## config.mk

```make
export PLATFORM = sky130hd
export DESIGN_NAME = bandit_environment
export DESIGN_NICKNAME = d
export VERILOG_FILES = /design/src/rtl/bandit_pkg.sv /design/src/rtl/bandit_lfsr.sv /design/src/rtl/bandit_environment.sv
export SDC_FILE = /design/constraint.sdc
export NUM_CORES = 2
export LEC_CHECK = 0
export BUFFER_PORTS_ARGS = -buffer_cell sky130_fd_sc_hd__clkbuf_2
export CAP_MARGIN = 20
export CORE_MARGIN = 4
export CORE_UTILIZATION = 65
export CTS_CLUSTER_SIZE = 28
export DETAILED_ROUTE_END_ITERATION = 7
export GPL_TIMING_DRIVEN = 0
export PLACE_DENSITY_LB_ADDON = 0.25
export SETUP_SLACK_MARGIN = 0.5
export SYNTH_ARGS = -nofsm -noshare
export SYNTH_HDL_FRONTEND = slang
export SYNTH_SLANG_ARGS = --single-unit
export TNS_END_PERCENT = 5
```

## constraint.sdc

```tcl
create_clock -name clock -period 4.4 [get_ports clock]
set_clock_uncertainty 0.2 [all_clocks]
set_input_delay 0 -clock clock [delete_from_list [all_inputs] [get_ports clock]]
set_output_delay 0 -clock clock [all_outputs]
set_load 0.05 [all_outputs]
```

## src/rtl/bandit_pkg.sv

```systemverilog
// bandit_pkg: shared action/reward types, environment state codes and reward saturation
package bandit_pkg;
    typedef logic [7:0] action_t;
    typedef logic signed [7:0] reward_t;
    localparam logic [1:0] S_IDLE   = 2'd0;
    localparam logic [1:0] S_LOOKUP = 2'd1;
    localparam logic [1:0] S_REPORT = 2'd2;
    // Overflow of a 9-bit sum into 8 bits shows up as the top two bits disagreeing
    function automatic reward_t sat_reward(input logic signed [8:0] sum);
        return (sum[8] != sum[7]) ? (sum[8] ? 8'sh80 : 8'sh7f) : reward_t'(sum[7:0]);
    endfunction
endpackage

```

## src/rtl/bandit_lfsr.sv

```systemverilog
// bandit_lfsr: Fibonacci LFSR, shifts left with the XOR of the tapped bits entering bit 0
module bandit_lfsr #(
    parameter int              WIDTH = 8,
    parameter logic [WIDTH-1:0] SEED = '1,
    parameter logic [WIDTH-1:0] TAPS = 8'hb1
) (
    input  logic             clock,
    input  logic             reset,
    input  logic             advance,
    output logic [WIDTH-1:0] value
);
    always_ff @(posedge clock) begin
        if (reset) value <= SEED;
        else if (advance) value <= {value[WIDTH-2:0], ^(value & TAPS)};
    end
endmodule

```

## src/rtl/bandit_environment.sv

```systemverilog
// bandit_environment: stationary bandit, reward = sat(mean[arm] + noise).
// Noise from an LFSR only when BANDIT_ENV_NOISE_EN is defined; otherwise reward = mean exactly.
module bandit_environment
    import bandit_pkg::*;
#(
    parameter logic [7:0] SEED        = 8'hff,
    parameter logic [7:0] TAPS        = 8'hb1,
    parameter int         NOISE_SHIFT = 2
) (
    input  logic        clock,
    input  logic        reset,
    input  logic        action_valid,
    input  action_t     action_data,
    output logic        action_ready,
    output logic        reward_valid,
    output reward_t     reward_data,
    input  logic        reward_ready,
    input  logic        config_valid,
    input  action_t     config_index,
    input  reward_t     config_data,
    output logic        config_ready,
    output logic [15:0] step_count
);
    logic [1:0] state, state_next;
    reward_t mem [256];
    reward_t mean;
    reward_t noise;
    logic signed [8:0] sum;
    logic act_fire, cfg_fire, rew_fire;

    assign act_fire = action_valid & action_ready;
    assign cfg_fire = config_valid & config_ready;
    assign rew_fire = reward_valid & reward_ready;

`ifdef BANDIT_ENV_NOISE_EN
    logic [7:0] lfsr;
    bandit_lfsr #(.WIDTH(8), .SEED(SEED), .TAPS(TAPS)) u_lfsr (
        .clock  (clock),
        .reset  (reset),
        .advance(1'b1),
        .value  (lfsr)
    );
    assign noise = $signed(lfsr) >>> NOISE_SHIFT;
`else
    logic unused_cfg;
    assign unused_cfg = ^{SEED, TAPS, NOISE_SHIFT[0]};
    assign noise = '0;
`endif

    assign sum = {mean[7], mean} + {noise[7], noise};

    // Table has no reset so it maps onto block RAM; the read register sees the pre-write value
    always_ff @(posedge clock) begin
        if (cfg_fire) mem[config_index] <= config_data;
        if (act_fire) mean <= mem[action_data];
    end

    always_ff @(posedge clock) begin
        if (reset) begin
            state       <= S_IDLE;
            reward_data <= '0;
            step_count  <= '0;
        end else begin
            state <= state_next;
            if (state == S_LOOKUP) reward_data <= sat_reward(sum);
            if (rew_fire) step_count <= step_count + 16'd1;
        end
    end

    always_comb begin
        action_ready = state == S_IDLE;
        config_ready = state == S_IDLE;
        reward_valid = state == S_REPORT;
        state_next   = (state == S_IDLE)   ? (action_valid ? S_LOOKUP : S_IDLE) :
                       (state == S_LOOKUP) ? S_REPORT :
                       (state == S_REPORT) ? (reward_ready ? S_IDLE : S_REPORT) : S_IDLE;
    end
endmodule

```

==> impl_metrics.xml <==
<?xml version="1.0" encoding="UTF-8"?>
<metrics>
  <group name="run_status">
    <metric name="outcome" unit="">complete, but fails checks</metric>
    <metric name="violations" unit="">capacitance limit, slew limit, setup timing</metric>
  </group>
  <group name="floorplan">
    <metric name="design.portCount" unit="">56</metric>
    <metric name="start_util" unit="%">65.4</metric>
    <metric name="floorplan.core_area" unit="mm2">0.123</metric>
    <metric name="die_w" unit="um">360</metric>
    <metric name="die_h" unit="um">360</metric>
    <metric name="std_cell_rows" unit="">129</metric>
    <metric name="die_area" unit="mm2">0.130</metric>
  </group>
  <group name="logic_synthesis">
    <metric name="synth_top_cells_by_count" unit="">edfxtp_1, mux4_2, nor2_1</metric>
    <metric name="synth_edf_count" unit="">2056</metric>
    <metric name="yosys_warnings" unit="">0</metric>
    <metric name="leading_register_cell_type_out_of_synthesis" unit="">edfxtp_1</metric>
    <metric name="postSynth.asyncResetShare" unit="%">0</metric>
    <metric name="yosys.cell_types.count" unit="">54</metric>
    <metric name="syn_avg_cell_area" unit="um2">21.0</metric>
    <metric name="seq_area_frac_synth" unit="%">77.2</metric>
    <metric name="syn-num-nets" unit="">3873</metric>
    <metric name="synthDominantCellAreaShare" unit="%">76.5</metric>
    <metric name="ys_top_cells_by_area" unit="">edfxtp_1, mux4_2, mux2i_1, nor2_1, dfxtp_1</metric>
    <metric name="yosys.cell_count.top_type" unit="">edfxtp_1</metric>
    <metric name="ys_seq_elements" unit="">2082</metric>
    <metric name="post_synth_instance_area" unit="mm2">0.0807</metric>
    <metric name="synthesis.instances" unit="">3843</metric>
    <metric name="post-synth-top-area-cell" unit="">edfxtp_1</metric>
  </group>
  <group name="drt">
    <metric name="drt-vias-per-instance" unit="">7.44</metric>
    <metric name="final_antenna_net_count" unit="">0</metric>
    <metric name="first_pass_iters" unit="">6</metric>
    <metric name="route.vias.total" unit="">44500</metric>
    <metric name="drt_drc_violations_left" unit="">0</metric>
    <metric name="detail_route.wl_per_cell" unit="um">40.3</metric>
    <metric name="route.final.wire_length" unit="mm">241</metric>
    <metric name="drt_iter0_drc" unit="">8523</metric>
  </group>
  <group name="grt">
    <metric name="grt_pass1_vias" unit="">43300</metric>
    <metric name="first_pass_grt_wire_length" unit="mm">334</metric>
    <metric name="global_route.usage.total" unit="%">37.4</metric>
    <metric name="remaining_global_route_overflow" unit="">0</metric>
    <metric name="antenna_found_initial" unit="">20</metric>
    <metric name="grt_max_degree" unit="">172</metric>
  </group>
  <group name="cts">
    <metric name="clkSinkCount" unit="">2082</metric>
    <metric name="cts_max_path_buffers" unit="">3</metric>
    <metric name="clockRootBuffer" unit="">clkbuf_16</metric>
    <metric name="cts_inserted_buffers" unit="">195</metric>
    <metric name="insertion_delay_to_the_later_sink_of_the_worst_skew_pair" unit="ns">0.86</metric>
    <metric name="h-tree-depth" unit="">4</metric>
    <metric name="cts.clk_slew.worst_paths" unit="ns">0.06</metric>
    <metric name="cts_tree" unit="">built</metric>
  </group>
  <group name="placement">
    <metric name="place_congestion" unit="">1.01</metric>
    <metric name="post-place-cells" unit="">5556</metric>
    <metric name="hpwl" unit="mm">153</metric>
    <metric name="place.port_buffers" unit="">46</metric>
  </group>
  <group name="timing">
    <metric name="post-route-period-util" unit="%">105</metric>
    <metric name="setup_ws" unit="ns">-0.207</metric>
    <metric name="timing.hold.ws" unit="ns">0.0722</metric>
    <metric name="final_period_minus_worst_setup_slack" unit="ns">4.61</metric>
    <metric name="maxSlewHeadroom" unit="%">-5.45</metric>
    <metric name="setup-violations-final" unit="">16</metric>
    <metric name="finalMaxSlewViolations" unit="">11</metric>
    <metric name="finalHoldViolCount" unit="">0</metric>
    <metric name="worst_slew_pin_tran" unit="ns">1.58</metric>
    <metric name="top_achievable_clock_speed" unit="MHz">217</metric>
    <metric name="rsz0062_at_grt" unit="">true</metric>
  </group>
  <group name="worst_setup_path">
    <metric name="crit_path_start_kind" unit="">input pin</metric>
    <metric name="critical_path.slowest_cell" unit="">clkbuf_1</metric>
    <metric name="timing_worst_setup_path_type" unit="">input pin to register</metric>
    <metric name="wp_data_required" unit="ns">4.76</metric>
    <metric name="crit_path_max_incr_delay" unit="ns">0.87</metric>
    <metric name="crit_path_max_fanout" unit="">10</metric>
    <metric name="timing.critical_path.arrival" unit="ns">4.97</metric>
    <metric name="worst_path_cell_chain" unit="">clkbuf_2 -&gt; buf_2 -&gt; buf_2 -&gt; clkbuf_1 -&gt; buf_16 -&gt; clkbuf_1 -&gt; a21oi_1 -&gt; nor4_1 -&gt; o21ai_0 -&gt; a211oi_1</metric>
    <metric name="timing.reg2reg.setup_slack" unit="ns">-0.11</metric>
    <metric name="setup.worst_path.end_class" unit="">register</metric>
  </group>
  <group name="pwr">
    <metric name="powerDensity" unit="mW/mm2">450</metric>
    <metric name="vdd_ir_drop_max" unit="V">0.000521</metric>
    <metric name="static-leakage-power" unit="nW">28.3</metric>
  </group>
  <group name="final_layout">
    <metric name="finalNetCount" unit="">4188</metric>
    <metric name="drive_gt1_share" unit="%">25.1</metric>
    <metric name="fin_cells" unit="">5976</metric>
    <metric name="flow.area_growth_from_synthesis" unit="%">12.3</metric>
    <metric name="fillers" unit="">6796</metric>
  </group>
  <group name="min_path">
    <metric name="min_path_type" unit="">input pin to register</metric>
  </group>
  <group name="run">
    <metric name="cap_viol_max_count" unit="">1</metric>
  </group>
</metrics>
metal layers:
| metal | GRT usage [%] | vias up | wire length [um] |
|---|---|---|---|
| met5 | 0 | - | 109 |
| met2 | 53.3 | 4372 | 107000 |
| li1 | - | 16700 | - |
| met3 | 15.8 | 931 | 38200 |
| met4 | 21.7 | 12 | 17600 |
| met1 | 49.2 | 22500 | 78100 |
critical path: cells and delay by family:
family	cells	cell delay (ns)
and+or+nand+nor	1	0.74
AOI/OAI and AO/OA	3	1.43
buffers and inverters	6	2.75
area by class of cell:
| type | instances | area [um2] | area share [%] |
|---|---|---|---|
| clock buffer | 228 | 5000 | 5.52 |
| inverter | 14 | 52.6 | 0.0580 |
| buffer | 227 | 1280 | 1.41 |
| sequential | 2082 | 62300 | 68.7 |
| multi-input combinational | 1520 | 17500 | 19.3 |
| antenna | 20 | 50.0 | 0.0552 |
| timing repair buffer | 118 | 1310 | 1.45 |
| clock inverter | 130 | 1190 | 1.32 |
| tap | 1637 | 2050 | 2.26 |
kinds of logic (layout without fill, tap and decap cells):
family | after synthesis | count (layout) | synth area share [%]
buf+inv | 241 | 717 | 1.62
mux | 641 | 641 | 15.4
simple gates | 519 | 519 | 2.76
xor+xnor | 12 | 12 | 0.130
other cells | 0 | 20 | 0
fa+ha+maj | 1 | 1 | 0.0155
flops | 2082 | 2082 | 77.2
compound gates | 347 | 347 | 2.96
power breakdown:
group,leakage [nW],internal (W),total (W),switching [W]
clock network,3.05,0.00916,0.0166,0.00741
registers,18.7,0.0218,0.0218,0.0000117
logic,6.61,0.000739,0.00241,0.00167
final timing paths:
| kind | startpoint | end | cells after the start |
|---|---|---|---|
| worst max-delay path | action_data[2] | mean[7] | 10 |
| worst min-delay path | reward_ready | step_count[2] | 5 |
| worst min register to register | reward_data[2] | reward_data[2] | 2 |
| worst max register to register | state[0] | mem[75][4] | 7 |
registers in the layout, summed over array words and instances (netlist names):
| register | cells |
|---|---|
| reward_data | 8 |
| mean | 8 |
| step_count | 16 |
| mem | 2048 |
| state | 2 |
placed cells by master, fill, tap and decap left out, types with 13 or more instances in the layout:
master         count
o22ai_1           41
nand3_1           19
buf_4             40
buf_8             19
diode_2           20
clkbuf_2          48
mux2i_1          153
o221ai_1          55
nor2b_1           17
mux4_2           477
buf_2             41
clkinv_2          46
dfxtp_1           26
buf_6             35
nor3_1            25
a221oi_1          14
buf_16            13
nor2_2            83
nand2_1           74
edfxtp_1        2056
clkbuf_1         137
clkbuf_16        195
o21ai_0           32
clkinv_1          47
a21oi_1           89
a22oi_1           61
nor2_1           223
inv_1             13
bufinv_16         17
dlygate4sd3_1     24
stage by stage:
| step | total power [W] | setup TNS [ns] | cell area [um2] | worst slack [ns] | util [%] |
|---|---|---|---|---|---|
| 2_1_floorplan | 0.0233 | 0 | 80700 | 1.21 | - |
| 3_3_place_gp | 0.0245 | -591.09 | 83000 | -1.16 | 67.2 |
| 6_report | 0.0408 | -1.05 | 90700 | -0.207 | 73.4 |
| 3_5_place_dp | 0.0245 | -168.04 | 83700 | -0.545 | 67.8 |
| 4_1_cts | 0.0407 | 0 | 90400 | 0.0232 | 73.2 |
| 5_1_grt | 0.0417 | 0 | 90600 | 0.0413 | 73.4 |
repair_timing:
item,4_1_cts,5_1_grt
endpoints found under the hold margin,1310,0
hold buffers,24,0
setup buffers,8,3
resized for setup,81,47
endpoints found under the setup margin,1534,1358
pin swaps,4,0
(Power assumes the default switching activity.)
